==> src/rtl/qspi_pkg.sv <==
// Shared definitions for the QSPI request scheduler.
//   - sched_state_e : scheduler FSM encoding (IDLE / ISSUE / BUSY)
//   - OWNER_*       : value held in the owner register and driven on inst_label
//   - RESP_CAUSE_TIMEOUT : cause code returned when a transaction is aborted
package qspi_pkg;

  typedef enum logic [1:0] {
    ST_IDLE  = 2'd0,
    ST_ISSUE = 2'd1,
    ST_BUSY  = 2'd2
  } sched_state_e;

  localparam logic OWNER_CCHAN = 1'b0;
  localparam logic OWNER_DCHAN = 1'b1;

  localparam logic [1:0] RESP_CAUSE_TIMEOUT = 2'b11;

endpackage

==> src/rtl/qspi_sched_arb.sv <==
// Priority arbiter between dchan and cchan with starvation protection.
// dchan normally wins; run_cnt counts consecutive dchan grants made while
// cchan is waiting, and once it reaches DCHAN_MAX_RUN cchan gets the next
// grant when both are requesting.
// Ports:
//   clock, reset              : clock and synchronous active-high reset
//   arb_en                    : grants may only be issued when high (FSM idle)
//   dchan_valid, cchan_valid  : request pending from each channel
//   grant_dchan, grant_cchan  : one-hot (or zero) combinational grant
module qspi_sched_arb #(
  parameter int DCHAN_MAX_RUN = 4
) (
  input  logic clock,
  input  logic reset,
  input  logic arb_en,
  input  logic dchan_valid,
  input  logic cchan_valid,
  output logic grant_dchan,
  output logic grant_cchan
);

  logic [3:0] run_cnt;
  logic       starve;

  always_comb begin
    starve      = dchan_valid && cchan_valid && (run_cnt == 4'(DCHAN_MAX_RUN));
    grant_dchan = arb_en && dchan_valid && !starve;
    grant_cchan = arb_en && cchan_valid && (!dchan_valid || starve);
  end

  // run_cnt only grows while cchan is actually being held off; any other
  // grant restarts the run.
  always_ff @(posedge clock) begin
    if (reset) begin
      run_cnt <= 4'd0;
    end else if (grant_cchan) begin
      run_cnt <= 4'd0;
    end else if (grant_dchan) begin
      if (cchan_valid) run_cnt <= (run_cnt == 4'd15) ? 4'd15 : run_cnt + 4'd1;
      else             run_cnt <= 4'd0;
    end
  end

endmodule

==> src/rtl/qspi_req_scheduler.sv <==
// Transaction-level scheduler sharing the QSPI instruction path between the
// data channel (dchan) and control channel (cchan).
// A grant in IDLE latches the winner's request and owner; the owner then
// keeps the tdata/rdata FIFO paths and the response until the flash response
// returns (or, with QSPI_SCHED_TIMEOUT_EN defined, until TIMEOUT_CYCLES BUSY
// cycles pass, which returns an error response and pulses io_flash_abort).
// Ports:
//   clock, reset                 : clock, synchronous active-high reset
//   io_{d,c}chan_req_*           : channel requests, ready is a 1-cycle accept
//   io_flash_req_*               : registered request to the decoder
//   io_flash_resp_*              : decoder response, valid only meaningful in BUSY
//   io_{d,c}chan_resp_*          : registered response routed to the owner
//   io_{d,c}chan_tdata_fifo_*    : per-channel tx FIFO view, io_tdata_fifo_* shared
//   io_{d,c}chan_rdata_fifo_*    : per-channel rx FIFO view, io_rdata_fifo_* shared
//   io_flash_abort               : timeout pulse (QSPI_SCHED_TIMEOUT_EN only)
module qspi_req_scheduler
  import qspi_pkg::*;
#(
  parameter int DCHAN_MAX_RUN  = 4,
  parameter int TIMEOUT_CYCLES = 1024
) (
  input  logic        clock,
  input  logic        reset,
  input  logic        io_dchan_req_valid,
  output logic        io_dchan_req_ready,
  input  logic [7:0]  io_dchan_req_inst,
  input  logic [7:0]  io_dchan_req_data_size,
  input  logic [7:0]  io_dchan_req_data_burstlen,
  input  logic [23:0] io_dchan_req_addr,
  input  logic        io_cchan_req_valid,
  output logic        io_cchan_req_ready,
  input  logic [7:0]  io_cchan_req_inst,
  input  logic [7:0]  io_cchan_req_data_size,
  input  logic [7:0]  io_cchan_req_data_burstlen,
  input  logic [23:0] io_cchan_req_addr,
  output logic        io_flash_req_valid,
  input  logic        io_flash_req_ready,
  output logic [7:0]  io_flash_req_inst,
  output logic [7:0]  io_flash_req_data_size,
  output logic [7:0]  io_flash_req_data_burstlen,
  output logic [23:0] io_flash_req_addr,
  output logic        io_flash_req_inst_label,
  input  logic        io_flash_resp_valid,
  input  logic        io_flash_resp_error,
  input  logic [1:0]  io_flash_resp_cause,
  output logic        io_dchan_resp_valid,
  output logic        io_dchan_resp_error,
  output logic [1:0]  io_dchan_resp_cause,
  output logic        io_cchan_resp_valid,
  output logic        io_cchan_resp_error,
  output logic [1:0]  io_cchan_resp_cause,
  input  logic        io_dchan_tdata_fifo_wen,
  input  logic [31:0] io_dchan_tdata_fifo_wdata,
  output logic        io_dchan_tdata_fifo_full,
  input  logic        io_cchan_tdata_fifo_wen,
  input  logic [31:0] io_cchan_tdata_fifo_wdata,
  output logic        io_cchan_tdata_fifo_full,
  output logic        io_tdata_fifo_wen,
  output logic [31:0] io_tdata_fifo_wdata,
  input  logic        io_tdata_fifo_full,
  input  logic        io_dchan_rdata_fifo_ren,
  output logic [31:0] io_dchan_rdata_fifo_rdata,
  output logic        io_dchan_rdata_fifo_empty,
  input  logic        io_cchan_rdata_fifo_ren,
  output logic [31:0] io_cchan_rdata_fifo_rdata,
  output logic        io_cchan_rdata_fifo_empty,
  output logic        io_rdata_fifo_ren,
  input  logic [31:0] io_rdata_fifo_rdata,
  input  logic        io_rdata_fifo_empty
`ifdef QSPI_SCHED_TIMEOUT_EN
  ,
  output logic        io_flash_abort
`endif
);

  sched_state_e state_q, state_d;
  logic         owner_q;
  logic         grant_dchan, grant_cchan, grant_any;
  logic         resp_fire, timeout_hit;
  logic         active, d_own, c_own;

  qspi_sched_arb #(.DCHAN_MAX_RUN(DCHAN_MAX_RUN)) u_arb (
    .clock       (clock),
    .reset       (reset),
    .arb_en      ((state_q == ST_IDLE) && !reset),
    .dchan_valid (io_dchan_req_valid),
    .cchan_valid (io_cchan_req_valid),
    .grant_dchan (grant_dchan),
    .grant_cchan (grant_cchan)
  );

  assign grant_any          = grant_dchan || grant_cchan;
  assign io_dchan_req_ready = grant_dchan;
  assign io_cchan_req_ready = grant_cchan;
  // A response outside BUSY is a protocol error and is dropped here.
  assign resp_fire          = (state_q == ST_BUSY) && io_flash_resp_valid;

`ifdef QSPI_SCHED_TIMEOUT_EN
  localparam int TO_W = $clog2(TIMEOUT_CYCLES + 1);
  logic [TO_W-1:0] tmo_cnt;

  // Counts BUSY cycles, restarting on every BUSY entry; a real response in
  // the final cycle takes precedence over the abort.
  assign timeout_hit = (state_q == ST_BUSY) && !io_flash_resp_valid &&
                       (tmo_cnt == TO_W'(TIMEOUT_CYCLES - 1));

  always_ff @(posedge clock) begin
    if (reset) begin
      tmo_cnt        <= '0;
      io_flash_abort <= 1'b0;
    end else begin
      io_flash_abort <= timeout_hit;
      if (state_q == ST_ISSUE && io_flash_req_ready) tmo_cnt <= '0;
      else if (state_q == ST_BUSY)                   tmo_cnt <= tmo_cnt + 1'b1;
    end
  end
`else
  assign timeout_hit = 1'b0;
`endif

  always_ff @(posedge clock) begin
    if (reset) state_q <= ST_IDLE;
    else       state_q <= state_d;
  end

  always_comb begin
    state_d = state_q;
    case (state_q)
      ST_IDLE:  if (grant_any) state_d = ST_ISSUE;
      ST_ISSUE: if (io_flash_req_ready) state_d = ST_BUSY;
      ST_BUSY:  if (resp_fire || timeout_hit) state_d = ST_IDLE;
      default:  state_d = ST_IDLE;
    endcase
  end

  // Request latch, owner register and per-owner response routing.
  always_ff @(posedge clock) begin
    if (reset) begin
      owner_q                    <= OWNER_CCHAN;
      io_flash_req_valid         <= 1'b0;
      io_flash_req_inst          <= 8'd0;
      io_flash_req_data_size     <= 8'd0;
      io_flash_req_data_burstlen <= 8'd0;
      io_flash_req_addr          <= 24'd0;
      io_dchan_resp_valid        <= 1'b0;
      io_dchan_resp_error        <= 1'b0;
      io_dchan_resp_cause        <= 2'd0;
      io_cchan_resp_valid        <= 1'b0;
      io_cchan_resp_error        <= 1'b0;
      io_cchan_resp_cause        <= 2'd0;
    end else begin
      io_dchan_resp_valid <= 1'b0;
      io_dchan_resp_error <= 1'b0;
      io_dchan_resp_cause <= 2'd0;
      io_cchan_resp_valid <= 1'b0;
      io_cchan_resp_error <= 1'b0;
      io_cchan_resp_cause <= 2'd0;
      if (grant_any) begin
        owner_q            <= grant_dchan ? OWNER_DCHAN : OWNER_CCHAN;
        io_flash_req_valid <= 1'b1;
        if (grant_dchan) begin
          io_flash_req_inst          <= io_dchan_req_inst;
          io_flash_req_data_size     <= io_dchan_req_data_size;
          io_flash_req_data_burstlen <= io_dchan_req_data_burstlen;
          io_flash_req_addr          <= io_dchan_req_addr;
        end else begin
          io_flash_req_inst          <= io_cchan_req_inst;
          io_flash_req_data_size     <= io_cchan_req_data_size;
          io_flash_req_data_burstlen <= io_cchan_req_data_burstlen;
          io_flash_req_addr          <= io_cchan_req_addr;
        end
      end
      if (state_q == ST_ISSUE && io_flash_req_ready) io_flash_req_valid <= 1'b0;
      if (resp_fire || timeout_hit) begin
        if (owner_q == OWNER_DCHAN) begin
          io_dchan_resp_valid <= 1'b1;
          io_dchan_resp_error <= resp_fire ? io_flash_resp_error : 1'b1;
          io_dchan_resp_cause <= resp_fire ? io_flash_resp_cause : RESP_CAUSE_TIMEOUT;
        end else begin
          io_cchan_resp_valid <= 1'b1;
          io_cchan_resp_error <= resp_fire ? io_flash_resp_error : 1'b1;
          io_cchan_resp_cause <= resp_fire ? io_flash_resp_cause : RESP_CAUSE_TIMEOUT;
        end
      end
    end
  end

  assign io_flash_req_inst_label = owner_q;

  // FIFO steering follows the latched owner for the whole transaction; the
  // non-owner (and both channels while idle) see a full/empty FIFO.
  assign active = (state_q != ST_IDLE);
  assign d_own  = active && (owner_q == OWNER_DCHAN);
  assign c_own  = active && (owner_q == OWNER_CCHAN);

  assign io_tdata_fifo_wen         = (d_own && io_dchan_tdata_fifo_wen) ||
                                     (c_own && io_cchan_tdata_fifo_wen);
  assign io_tdata_fifo_wdata       = d_own ? io_dchan_tdata_fifo_wdata :
                                     c_own ? io_cchan_tdata_fifo_wdata : 32'd0;
  assign io_dchan_tdata_fifo_full  = !d_own || io_tdata_fifo_full;
  assign io_cchan_tdata_fifo_full  = !c_own || io_tdata_fifo_full;

  assign io_rdata_fifo_ren         = (d_own && io_dchan_rdata_fifo_ren) ||
                                     (c_own && io_cchan_rdata_fifo_ren);
  assign io_dchan_rdata_fifo_rdata = io_rdata_fifo_rdata;
  assign io_cchan_rdata_fifo_rdata = io_rdata_fifo_rdata;
  assign io_dchan_rdata_fifo_empty = !d_own || io_rdata_fifo_empty;
  assign io_cchan_rdata_fifo_empty = !c_own || io_rdata_fifo_empty;

endmodule

==> config.mk <==
export PLATFORM = sky130hd
export DESIGN_NAME = qspi_req_scheduler
export DESIGN_NICKNAME = d
export VERILOG_FILES = /design/src/rtl/qspi_pkg.sv /design/src/rtl/qspi_sched_arb.sv /design/src/rtl/qspi_req_scheduler.sv
export SDC_FILE = /design/constraint.sdc
export NUM_CORES = 1
export LEC_CHECK = 0
export BUFFER_PORTS_ARGS = -buffer_cell sky130_fd_sc_hd__buf_4
export CORE_AREA = 2 2 143 145
export CTS_CLUSTER_DIAMETER = 50
export DETAILED_ROUTE_END_ITERATION = 10
export DIE_AREA = 0 0 145 147
export GPL_ROUTABILITY_DRIVEN = 0
export PLACE_DENSITY = 0.51
export SKIP_CTS_REPAIR_TIMING = 1
export SYNTH_ARGS = -nofsm -noshare
export SYNTH_HDL_FRONTEND = slang
export SYNTH_SLANG_ARGS = --single-unit
==> constraint.sdc <==
create_clock -name clock -period 2.1 [get_ports clock]
set_clock_uncertainty 0.1 [all_clocks]
set_input_delay 0.42 -clock clock [delete_from_list [all_inputs] [get_ports clock]]
set_output_delay 0.42 -clock clock [all_outputs]
set_load 0.1 [all_outputs]
Yosys cells after proc, flatten, opt, wreduce, memory -nomap -nowiden
Index checks and enable logic that the tools add are counted.
- reduce and logical (&&, ||, !) cells: 36
- add/sub/neg operators: 1
- equality and inequality tests: 7
- mux-type cells: 15
- bitwise gates (word level): 2
- operators with widths (kind ; number):
    $mux 32 ; 2
    $mux 24 ; 1
    $mux 8 ; 3
    $logic_and 1x1->1 ; 15
    $logic_or 1x1->1 ; 8
    $mux 4 ; 2
    $mux 2 ; 3
    $ne 2x2->1 const B ; 3
    $pmux 2 s3 ; 1
    $reduce_or 2->1 ; 3
    $reduce_or 3->1 ; 2
    $logic_not 1->1 ; 5
    $add 4x1->4 const B ; 1
    $eq 4x3->1 const B ; 1
    $eq 4x4->1 const B ; 1
    $mux 1 ; 3
    $reduce_and 3->1 ; 1
    $eq 2x1->1 const B ; 1
    $eq 2x2->1 const B ; 1
    $logic_not 2->1 ; 1
    $not 1->1 ; 2
    $reduce_bool 2->1 ; 1
- bits of input ports: 207
- register bits after elaboration: 64
- output and inout port bits: 162

Depth between registers and ports, before layout
Gate-level depths: netlist (run 1).
- depth after elaboration: 7
- depth in mapped cells: 8

Modules after synthesis
A second synthesis (run 1) with hierarchy kept.
- cells, all modules: 396
- area total of the unflattened synthesis: 3802.4 µm²
- by module, submodules not included (module ; instances ; area an instance (µm²) ; cells each ; sequential area each (µm²)):
    qspi_req_scheduler ; 1 ; 3518.4 ; 363 ; 1201.2
    qspi_sched_arb ; 1 ; 284.0 ; 33 ; 80.1

Worst setup path before layout (run 1)
OpenSTA, ideal clock, no wires.
- kind: reg2out
- from: register owner_q, in the netlist io_flash_req_inst_label
- to: output io_tdata_fifo_wdata[22]
- stages on the path, launching flop included: 6
- setup slack: -1.595 ns
- arrival: 3.175 ns
- data required time: 1.580 ns
- cells stage by stage: dfxtp_1 -> clkbuf_1 -> clkbuf_1 -> buf_2 -> mux2i_1 -> nor2_1
- word-level cells in the longest chain between the ends: 4
- elaborated cells on any way between the ends: 5
- ends and longest elaborated chain (element ; line ; RTL):
    start, declared ; qspi_req_scheduler.sv:77 ; logic owner_q;
    start signal, assigned ; qspi_req_scheduler.sv:159 ; owner_q <= grant_dchan ? OWNER_DCHAN : OWNER_CCHAN;
    $not 1->1 (no source line) ; -- ;
    $logic_and 1x1->1 ; qspi_req_scheduler.sv:194 ; assign c_own = active && (owner_q == OWNER_CCHAN);
    $mux 32 ; qspi_req_scheduler.sv:199 ; c_own ? io_cchan_tdata_fifo_wdata : 32'd0;
    $mux 32 * ; qspi_req_scheduler.sv:198 ; assign io_tdata_fifo_wdata = d_own ? io_dchan_tdata_fifo_wdata :
    end, declared ; qspi_req_scheduler.sv:59 ; output logic [31:0] io_tdata_fifo_wdata,
Every way passes the cells marked *; elsewhere a longest branch is shown, timed or not.

Worst setup path after layout (run 1)
- from: register state_q[1]
- to: output io_cchan_req_ready
- word-level cells in the longest chain between the ends: 4
- ends and longest elaborated chain (element ; line ; RTL):
    start, declared ; qspi_req_scheduler.sv:76 ; sched_state_e state_q, state_d;
    start signal, assigned ; qspi_req_scheduler.sv:123 ; else state_q <= state_d;
    $logic_not 2->1 ; qspi_req_scheduler.sv:85 ; .arb_en ((state_q == ST_IDLE) && !reset),
    $logic_and 1x1->1 ; qspi_req_scheduler.sv:85 ;
    $logic_and 1x1->1 (2 in series) ; qspi_sched_arb.sv:28 ; grant_cchan = arb_en && cchan_valid && (!dchan_valid || starve);
    end, declared ; qspi_req_scheduler.sv:31 ; output logic io_cchan_req_ready,
Every way passes these cells.

==> key figures, run 1 <==
Timing
  – Slew margin rel.: 0.604
  – Least-Margin Pin Slew: 0.595 ns
  – RSZ-0062 raised after global routing: true
  – Crit share post-route: 1.02
  – Fin crit period: 2.14 ns
  – FMAX: 467 MHz
  – Final setup vio count: 1
  – Hold slack final: 0.193 ns
  – Setup TNS: -0.0414 ns
  – Fin. max-slew vios: 0
  – Final Hold Vio Count: 0
  – Worst setup margin: -0.0414 ns

Yosys
  – Top cell type's share of synthesized area: 0.314
  – Most frequent cell after synthesis: nand2_1
  – Cell Area, Synth: 0.00409 sq mm
  – Synth Register Bits: 64
  – Yosys cell types: 40
  – Commonest cells in the netlist: 77 x nand2_1, 70 x buf_4, 64 x dfxtp_1
  – Post-Syn Instances: 488
  – Post-synth ARST share: 0
  – Syn Nets: 697
  – Synthesis warning total: 0
  – Post-synth EDFFs: 0
  – Area leader, netlist: dfxtp_1
  – Top_reg_cell synth: dfxtp_1
  – Area contributors post-synth: dfxtp_1 31%, buf_4 13%, mux2i_1 8.6%
  – Avg Cell Area, Syn: 8.37 sq um
  – Sequential share of the synthesized area: 0.314

Run status
  – Failing checks: negative setup slack
  – Status: finished with violations

Clocking
  – Worst-Skew Late Latency: 0.34 ns
  – Clk root buf: clkbuf_16
  – Bufs on Longest Clock Path: 2
  – CTS tree: done
  – CTS H-tree lvls: 3
  – Clock slew at reported path FFs: 0.06 ns
  – Clock Sinks: 64
  – CTS Buf Count: 9

Critical path
  – Crit path DAT: 1.62 ns
  – CP max-delay cell: or4b_4
  – CP cell instances: or4b_4 > a21oi_4 > buf_12
  – Critical Path Source Type: register
  – CP required: 1.58 ns
  – WS Path Type: reg -> out
  – Critical path endpoint category: output port
  – CP max FO: 8
  – R2R setup slack: 0.20 ns
  – Largest stage delay on the critical path: 0.54 ns

Layout
  – Post-route cell area: 0.00694 sq mm
  – Number of diodes: 0
  – Post-layout util: 0.350
  – Nets: 904
  – Share of cells above drive strength 1: 0.596
  – Layout area overhead: 69.9%

Global routing
  – Vias in the first global route: 4350
  – Global route overflow: 0
  – Largest net degree at the start of global routing: 40
  – First-pass GRT wire length: 25.4 mm
  – Overall Global Routing Usage: 0.154
  – Initial antenna violation count: 0

Floorplanning
  – Die Y: 147 um
  – Core area: 0.0198 sq mm
  – Initial core utilization: 0.206
  – Number of cell rows: 52
  – Die Wd: 145 um
  – Io pins: 369
  – Die Area: 0.0213 sq mm

Place
  – I/O Buffers: 272
  – Post-DP HPWL: 12.2 mm
  – Area after DPL: 0.00631 sq mm

Power
  – Internal power: 3.08 mW
  – PwrDens: 805 mW/mm^2
  – Leak: 2.95 nW
  – Total Power: 5.59 mW
  – Clock share of power: 0.282
  – NetSw: 2.52 mW
  – Maximum vdd drop: 336 uV
  – Switching Share: 0.450
  – Logic pwr share: 0.470
  – Reg power frac: 0.247

Routing
  – WL/cell: 17.5 um
  – 1st-pass router iterations: 4
  – DRC: 0
  – DR vias/cell: 4.40
  – Final wirelength: 16.9 mm
  – DR vias: 4270
  – Iteration-0 DRC Markers: 119
  – Post-route ant nets: 0

Job
  – Max Cap Violations: 0

Hold path
  – Hold WC Path Type: in -> reg
[cell families (layout without fill, tap and decap cells)]
| family | count (synthesis) | count (layout) | share of synthesized area |
|---|---|---|---|
| mux | 35 | 35 | 0.0858 |
| buf+inv | 123 | 334 | 0.192 |
| compound gates | 75 | 75 | 0.172 |
| fa+ha+maj | 2 | 2 | 0.00612 |
| simple gates | 189 | 190 | 0.231 |
| flops | 64 | 64 | 0.314 |
[flip-flops by register name (all words and copies together) (netlist names)]
name and flops:
u_arb.run_cnt 4, io_cchan_resp_valid 1, io_flash_req_data_size 8, io_dchan_resp_cause 2, io_cchan_resp_error 1, io_flash_req_valid 1
io_dchan_resp_error 1, io_flash_req_addr 24, io_flash_req_inst 8, state_q 2, io_flash_req_inst_label 1, io_dchan_resp_valid 1
io_cchan_resp_cause 2, io_flash_req_data_burstlen 8
[worst max-delay path: cells and delay by family (launching register included)]
family | cells | cell delay [ns]
simple gates | 1 | 0.54
compound gates | 1 | 0.16
flops | 1 | 0.38
buf+inv | 1 | 0.19
[power by group through the flow]
stage | Sequential [mW] | Clock, mW | Combinational [mW]
3_5_place_dp | 1.41 | 0 | 2.51
3_3_place_gp | 1.42 | 0 | 2.51
5_1_grt | 1.40 | 1.70 | 2.73
2_1_floorplan | 2.07 | 0 | 1.73
4_1_cts | 1.39 | 1.64 | 2.51
6_report | 1.38 | 1.58 | 2.63
[final timing paths]
check                                            start                        end  depth (start not counted)
worst max-delay path                        state_q[1]         io_cchan_req_ready                          3
worst min-delay path            io_flash_resp_cause[1]     io_dchan_resp_cause[1]                          2
worst max register to register        u_arb.run_cnt[0]  io_flash_req_data_size[7]                          6
worst min register to register    io_flash_req_inst[6]       io_flash_req_inst[6]                          2
[metrics by stage]
stage / instances / setup WS, ns
2_1_floorplan: 488 / -0.158
3_3_place_gp: 946 / 0.0629
3_5_place_dp: 946 / 0.0686
4_1_cts: 962 / -0.241
5_1_grt: 970 / -0.0893
6_report: 970 / -0.0414
[layer usage]
metal / track usage / vias to the layer above / part of all wire
met3: 0.0584 / 32 / 0.086
met5: 0 / - / 0
met2: 0.260 / 202 / 0.49
met1: 0.177 / 1975 / 0.40
li1: - / 2061 / -
met4: 0.0589 / 0 / 0.024
[placed cells by master, fill, tap and decap left out, types with 3 or more instances in the layout]
cell / synthesis / routed
a2111oi_0: 13 / 13
a21oi_1: 15 / 15
a311oi_1: 18 / 18
a311oi_2: 19 / 19
and2_1: 6 / 6
buf_12: 0 / 13
buf_4: 70 / 258
buf_6: 6 / 31
clkbuf_16: 0 / 9
clkinvlp_4: 0 / 3
dfxtp_1: 64 / 60
dfxtp_4: 0 / 3
inv_1: 15 / 14
mux2i_1: 35 / 21
mux2i_2: 0 / 11
mux2i_4: 0 / 3
nand2_1: 77 / 76
nand3b_1: 3 / 3
nor2_2: 1 / 3
nor2_4: 0 / 33
nor3_1: 39 / 39
nor3_2: 10 / 10
[cell type report]
| cell class | instances | area [sq um] |
|---|---|---|
| clock buffers | 10 | 239 |
| clock inverters | 6 | 66.3 |
| fillers | 2100 | 12900 |
| inverters | 15 | 56.3 |
| multi-input cells | 302 | 2390 |
| flip-flops and latches | 64 | 1290 |
| well taps | 270 | 338 |
| repair buffers | 303 | 2560 |
No activity file was read; power rests on OpenSTA's default activity.
==> inputs of run 2 (changes only) <==
CORE_AREA = 2 2 144 146   (was 2 2 143 145)
DIE_AREA = 0 0 146 148   (was 0 0 145 147)
PLACE_DENSITY = 0.49   (was 0.51)
SLEW_MARGIN = 20   (was not set)
SYNTH_HIERARCHICAL = 1   (was not set)
==> run 2 against run 1 <==
Compared with the run above:
- the flow still finishes with violations (negative setup slack)
- via count shrank 10%
- worst hold slack got worse by 0.019 ns
- combinational power decreased by 3%
- register-to-register slack got worse by 0.07 ns
- worst setup slack improved by 0.021 ns
- synthesized area shrank 6.9%
- first-iteration DRC count grew 24%
==> key figures, run 2 <==
Floorplanning
  – Number of cell rows: 52 (unchanged)
  – Die Area: 0.0216 sq mm (+1.4%)
  – Die Wd: 146 um (+0.69%)
  – Io pins: 369 (unchanged)
  – Initial core utilization: 0.190 (-0.0161)
  – Die Y: 148 um (+0.68%)
  – Core area: 0.0200 sq mm (+0.98%)

Yosys
  – Sequential share of the synthesized area: 0.337 (+0.0233)
  – Syn Nets: 605 (-13%)
  – Avg Cell Area, Syn: 9.60 sq um (+15%)
  – Commonest cells in the netlist: 69 x buf_4, 64 x dfxtp_1, 48 x a211oi_1, 48 x mux2i_1, 48 x nor2b_1
  – Synth Register Bits: 64 (unchanged)
  – Most frequent cell after synthesis: buf_4
  – Synthesis warning total: 6 (+6)
  – Top cell type's share of synthesized area: 0.337 (+0.0233)
  – Cell Area, Synth: 0.00380 sq mm (-6.9%)
  – Area contributors post-synth: dfxtp_1 34%, buf_4 14%, mux2i_1 13%
  – Post-synth ARST share: 0 (unchanged)
  – Post-synth EDFFs: 0 (unchanged)
  – Yosys cell types: 35 (-13%)
  – Area leader, netlist: dfxtp_1
  – Post-Syn Instances: 396 (-19%)
  – Top_reg_cell synth: dfxtp_1

Layout
  – Biggest register: io_flash_req_addr
  – Share of cells above drive strength 1: 0.597 (+0.00103)
  – Number of diodes: 0 (unchanged)
  – # fillers: 2111 (+0.52%)
  – Max reg flops: 24 (unchanged)
  – Most frequent cells in the layout: 250 x buf_4, 60 x dfxtp_1, 48 x mux2i_1, 48 x nor2b_1, 48 x a211oi_1
  – Nets: 820 (-9.3%)
  – Layout area overhead: 75.0%
  – Commonest non-fill, non-tap cell in the layout: buf_4

Timing
  – RSZ-0062 raised after global routing: true
  – Worst setup margin: -0.0200 ns (+0.0213 ns)
  – Slew margin rel.: 0.790 (+0.187)
  – FMAX: 472 MHz (+1.0%)
  – Fin. max-slew vios: 0 (unchanged)
  – Fin crit period: 2.12 ns (-0.0213 ns)
  – Final Hold Vio Count: 0 (unchanged)
  – Hold slack final: 0.175 ns (-0.0187 ns)
  – Crit share post-route: 1.01 (-0.0102)
  – Final setup vio count: 18 (+17)
  – Least-Margin Pin Slew: 0.313 ns (-0.282 ns)

Global routing
  – Initial antenna violation count: 1 (+1)
  – Global route overflow: 0 (unchanged)
  – Vias in the first global route: 3916 (-10%)
  – Overall Global Routing Usage: 0.134 (-0.0200)
  – Largest net degree at the start of global routing: 56 (+40%)
  – First-pass GRT wire length: 22.5 mm (-11%)

Clocking
  – CTS Buf Count: 9 (unchanged)
  – Worst-Skew Late Latency: 0.33 ns (about the same)
  – CTS tree: done
  – Bufs on Longest Clock Path: 2 (unchanged)
  – Clock Sinks: 64 (unchanged)
  – Clk root buf: clkbuf_16
  – CTS H-tree lvls: 3 (unchanged)
  – Clock slew at reported path FFs: 0.05 ns (about the same)

Routing
  – DRC: 0 (unchanged)
  – Post-route ant nets: 0 (unchanged)
  – WL/cell: 18.4 um (+5.1%)
  – DR vias: 3840 (-10%)
  – Final wirelength: 16.2 mm (-4.1%)
  – Iteration-0 DRC Markers: 148 (+24%)
  – DR vias/cell: 4.34 (-1.4%)
  – 1st-pass router iterations: 4 (unchanged)

Critical path
  – WS Path Type: reg -> out
  – CP max-delay cell: dfxtp_2
  – CP cell instances: o21ba_4 > clkbuf_16 > a22o_2 > buf_12
  – CP required: 1.58 ns (about the same)
  – Worst R2R Path Depth: 8 (+2)
  – Largest stage delay on the critical path: 0.34 ns (-0.20 ns)
  – FF-to-FF End: state_q[0]
  – Reg-to-reg startpoint: state_q[0]
  – Critical Path Source Type: register
  – CP max FO: 9 (+1)
  – Worst Setup EP: io_tdata_fifo_wdata[28]
  – Crit path DAT: 1.60 ns (-0.02 ns)
  – R2R setup slack: 0.13 ns (-0.07 ns)
  – Critical path endpoint category: output port
  – CP startpoint: state_q[0]

Power
  – Leak: 2.87 nW (-2.8%)
  – Reg power frac: 0.260 (+0.013)
  – NetSw: 2.27 mW (-9.8%)
  – Logic pwr share: 0.480 (+0.010)
  – Clock share of power: 0.260 (-0.022)
  – PwrDens: 798 mW/mm^2 (-0.90%)
  – Total Power: 5.31 mW (-5.0%)
  – Maximum vdd drop: 293 uV (-13%)
  – Switching Share: 0.427 (-0.0229)
  – Internal power: 3.04 mW (-1.1%)

Job
  – Max Cap Violations: 0 (unchanged)

Run status
  – Failing checks: negative setup slack
  – Status: finished with violations

Hold path
  – Hold WC Path Type: in -> reg

Place
  – Post-DP HPWL: 11.9 mm (-2.1%)
  – I/O Buffers: 272 (unchanged)
## run 2: changes by cell type in the layout (fill, tap and decap cells not counted), moves of 18 or more
cell	change
a311oi_2	-19
a22o_2	+29
mux2i_1	+27
a211oi_1	+47
nand2_1	-74
nor2_4	-32
buf_6	-30
nor3_1	-32
a311oi_1	-18
nor2b_1	+48
## run 2: per-layer routing
layer  share of wire  vias to the layer above  track usage
met5               0                        -      0.00455
met4           0.018                        0       0.0456
met3           0.089                       27       0.0497
met2            0.51                      215        0.227
met1            0.38                     1806        0.156
li1                -                     1792            -
## run 2: per-stage QoR
stage / setup WS (ns) / util / setup TNS (ns) / area (sq um) / std cells
global route: -0.0927 / 0.332 / -2.03 / 6650 / 885
CTS: -0.253 / 0.299 / -3.99 / 6000 / 869
floorplan: -0.379 / - / -18.84 / 3930 / 396
global placement: 0.0993 / 0.286 / 0 / 5730 / 854
detailed placement: 0.0785 / 0.286 / 0 / 5730 / 854
finish: -0.0200 / 0.332 / -0.198 / 6650 / 885
## run 2: worst min-delay path by stage
| stage | startpoint | end | slack [ns] | cells after the start |
|---|---|---|---|---|
| floorplan | u_arb/run_cnt[1] | u_arb/run_cnt[1] | 0.39 | 2 |
| global placement | io_flash_req_inst_label | io_cchan_resp_valid | 0.38 | 1 |
| detailed placement | io_flash_req_inst_label | io_cchan_resp_valid | 0.38 | 1 |
| CTS | io_flash_req_ready | state_q[0] | 0.16 | 2 |
| global route | io_flash_req_ready | state_q[0] | 0.16 | 2 |
| finish | io_flash_req_ready | state_q[0] | 0.17 | 2 |
## run 2: kinds of logic after synthesis
group | after synthesis | share of synthesized area
muxes | 48 | 0.126
adders and majority gates | 2 | 0.00658
DFF | 64 | 0.337
AOI/OAI and AO/OA | 102 | 0.216
buffers and inverters | 104 | 0.191
and+or+nand+nor | 76 | 0.123
## run 2: critical path: cells and delay by family, from the launching register on
kind | cells | cell delay [ns]
buf+inv | 2 | 0.35
flops | 1 | 0.34
compound gates | 2 | 0.56
## run 2: cell type report
type / count / area [sq um] / share of cell area
clock buffers: 11 / 253 / 0.0380
clock inverters: 4 / 20.0 / 0.00301
inverters: 9 / 33.8 / 0.00508
multi-input cells: 228 / 1920 / 0.289
flip-flops and latches: 64 / 1290 / 0.194
well taps: 270 / 338 / 0.0508
repair buffers: 299 / 2800 / 0.420
## run 2: power groups by stage
| stage | clock network (mW) | logic, mW | registers (mW) |
|---|---|---|---|
| 6_report | 1.38 | 2.55 | 1.38 |
| 5_1_grt | 1.49 | 2.63 | 1.39 |
| 4_1_cts | 1.44 | 2.27 | 1.38 |
| 3_5_place_dp | 0 | 2.27 | 1.40 |
| 3_3_place_gp | 0 | 2.25 | 1.40 |
| 2_1_floorplan | 0 | 1.55 | 2.07 |
==> inputs of run 3 (changes only) <==
SETUP_SLACK_MARGIN = 0.15   (was not set)
==> run 3 against run 2 <==
Compared with the run above:
- the run still ends with negative setup slack left
- wire length increased by 0.44%
- die area unchanged
- global-route usage decreased by 0.14 points
- sequential share of layout area decreased by 1.7 points
- power increased by 3.3%
- cell count increased by 1.8%
- register-to-register slack about the same
==> key figures, run 3 (synthesis gave the netlist of run 2 again) <==
Routing
  – 1st-pass router iterations: 4 (unchanged)
  – Post-route ant nets: 0 (unchanged)
  – DR vias: 3795 (-1.2%)
  – Final wirelength: 16.3 mm (+0.44%)
  – Iteration-0 DRC Markers: 87 (-41%)
  – DRC: 0 (unchanged)
  – WL/cell: 18.1 um (-1.3%)
  – DR vias/cell: 4.21 (-2.9%)

Power
  – Leak: 3.18 nW (+11%)
  – Maximum vdd drop: 310 uV (+5.7%)
  – PwrDens: 752 mW/mm^2 (-5.8%)

Clocking
  – CTS H-tree lvls: 3 (unchanged)
  – CTS tree: done
  – CTS Buf Count: 9 (unchanged)
  – Worst-Skew Late Latency: 0.33 ns (about the same)
  – Bufs on Longest Clock Path: 2 (unchanged)
  – Clock slew at reported path FFs: 0.05 ns (about the same)
  – Clk root buf: clkbuf_16
  – Clock Sinks: 64 (unchanged)

Critical path
  – CP max FO: 10 (+1)
  – CP required: 1.58 ns (about the same)
  – CP top delay family: compound AO/OA/AOI/OAI gates
  – Worst path most repeated cell: buf_12
  – Crit path DAT: 1.64 ns (+0.04 ns)
  – Critical path endpoint category: output port
  – CP cell instances: o21ba_4 > buf_12 > buf_12 > a22o_4 > buf_12
  – CP max-delay cell: dfxtp_4
  – CP bufs+invs: 3 (+1)
  – WS Path Type: reg -> out
  – Largest stage delay on the critical path: 0.36 ns (+0.02 ns)
  – Critical Path Source Type: register

Layout
  – Most frequent cells in the layout: 253 x buf_4, 59 x dfxtp_1, 48 x buf_12
  – Biggest register: io_flash_req_addr
  – Post-route cell area: 0.00729 sq mm (+9.6%)
  – Max reg flops: 24 (unchanged)
  – Layout area overhead: 91.8%
  – Nets: 836 (+2.0%)
  – Number of diodes: 0 (unchanged)
  – Commonest non-fill, non-tap cell in the layout: buf_4
  – Layout Cells excl Fill: 901 (+1.8%)
  – Share of cells above drive strength 1: 0.640 (+0.0435)
  – # fillers: 2005 (-5.0%)

Place
  – Area after DPL: 0.00606 sq mm (+5.9%)
  – Post-DP HPWL: 12.0 mm (+1.1%)
  – I/O Buffers: 272 (unchanged)
  – Placed insts: 868 (+1.6%)

Global routing
  – Global route overflow: 0 (unchanged)
  – Overall Global Routing Usage: 0.132 (-0.00145)
  – First-pass GRT wire length: 22.1 mm (-1.6%)
  – Vias in the first global route: 3866 (-1.3%)
  – Initial antenna violation count: 0 (-1)
  – Largest net degree at the start of global routing: 50 (-11%)

Timing
  – Least-Margin Pin Slew: 0.497 ns (+0.184 ns)
  – RSZ-0062 raised after global routing: true
  – Slew margin rel.: 0.669 (-0.121)
  – Setup TNS: -1.15 ns (-0.956 ns)
  – FMAX: 462 MHz (-2.0%)
  – Fin crit period: 2.16 ns (+0.0427 ns)
  – Fin. max-slew vios: 0 (unchanged)
  – Crit share post-route: 1.03 (+0.0204)
  – Worst setup margin: -0.0628 ns (-0.0427 ns)
  – Final Hold Vio Count: 0 (unchanged)
  – Final setup vio count: 29 (+11)

Floorplanning
  – Number of cell rows: 52 (unchanged)
  – Initial core utilization: 0.190 (unchanged)
  – Die Area: 0.0216 sq mm (unchanged)
  – Io pins: 369 (unchanged)
  – Core area: 0.0200 sq mm (unchanged)
  – Die Y: 148 um (unchanged)
  – Die Wd: 146 um (unchanged)

Run status
  – Failing checks: negative setup slack
  – Status: finished with violations

Hold path
  – Hold WC Path Type: in -> reg

Job
  – Max Cap Violations: 0 (unchanged)
==> run 3: cell count changes in the layout (fill, tap and decap cells not counted), sizes merged <==
cell | before | now
clkinv | 4 | 3
clkinvlp | 0 | 1
clkbuf | 15 | 16
buf | 295 | 310
==> run 3: final timing paths <==
path,startpoint,to,slack [ns],cells after the start
setup / recovery,state_q[0],io_tdata_fifo_wdata[27],-0.06,5
hold / removal,io_flash_req_ready,state_q[0],0.17,2
setup reg to reg,state_q[0],io_flash_req_addr[13],0.13,8
hold reg to reg,io_flash_req_inst_label,io_cchan_resp_valid,0.38,1
==> run 3: per-stage QoR <==
| step | worst slack [ns] | total power, mW | hold WS [ns] | utilization |
|---|---|---|---|---|
| floorplan | -0.379 | 3.70 | 0.393 | - |
| global placement | 0.108 | 3.78 | 0.391 | 0.303 |
| detailed placement | 0.0828 | 3.79 | 0.389 | 0.303 |
| CTS | -0.252 | 5.18 | 0.160 | 0.315 |
| global route | -0.116 | 5.69 | 0.154 | 0.364 |
| finish | -0.0628 | 5.48 | 0.172 | 0.364 |
==> run 3: where the power goes <==
| part | total [mW] | internal (mW) | switching [mW] |
|---|---|---|---|
| Clock | 1.35 | 0.786 | 0.559 |
| Sequential | 1.39 | 1.32 | 0.0668 |
| Combinational | 2.75 | 1.03 | 1.73 |
==> run 3: layer usage <==
| layer | global-route usage | up-vias | share of wire |
|---|---|---|---|
| li1 | - | 1822 | - |
| met1 | 0.137 | 1719 | 0.36 |
| met2 | 0.244 | 222 | 0.53 |
| met3 | 0.0546 | 32 | 0.088 |
| met4 | 0.0408 | 0 | 0.019 |
| met5 | 0 | - | 0 |
==> run 3: final cells by class <==
| class | instances | area [sq um] | share of cell area |
|---|---|---|---|
| tap | 270 | 338 | 0.0463 |
| clock inverter | 4 | 22.5 | 0.00309 |
| multi-input combinational | 228 | 2250 | 0.309 |
| sequential | 64 | 1290 | 0.177 |
| clock buffer | 11 | 233 | 0.0319 |
| timing repair buffer | 315 | 3120 | 0.428 |
| inverter | 9 | 33.8 | 0.00463 |
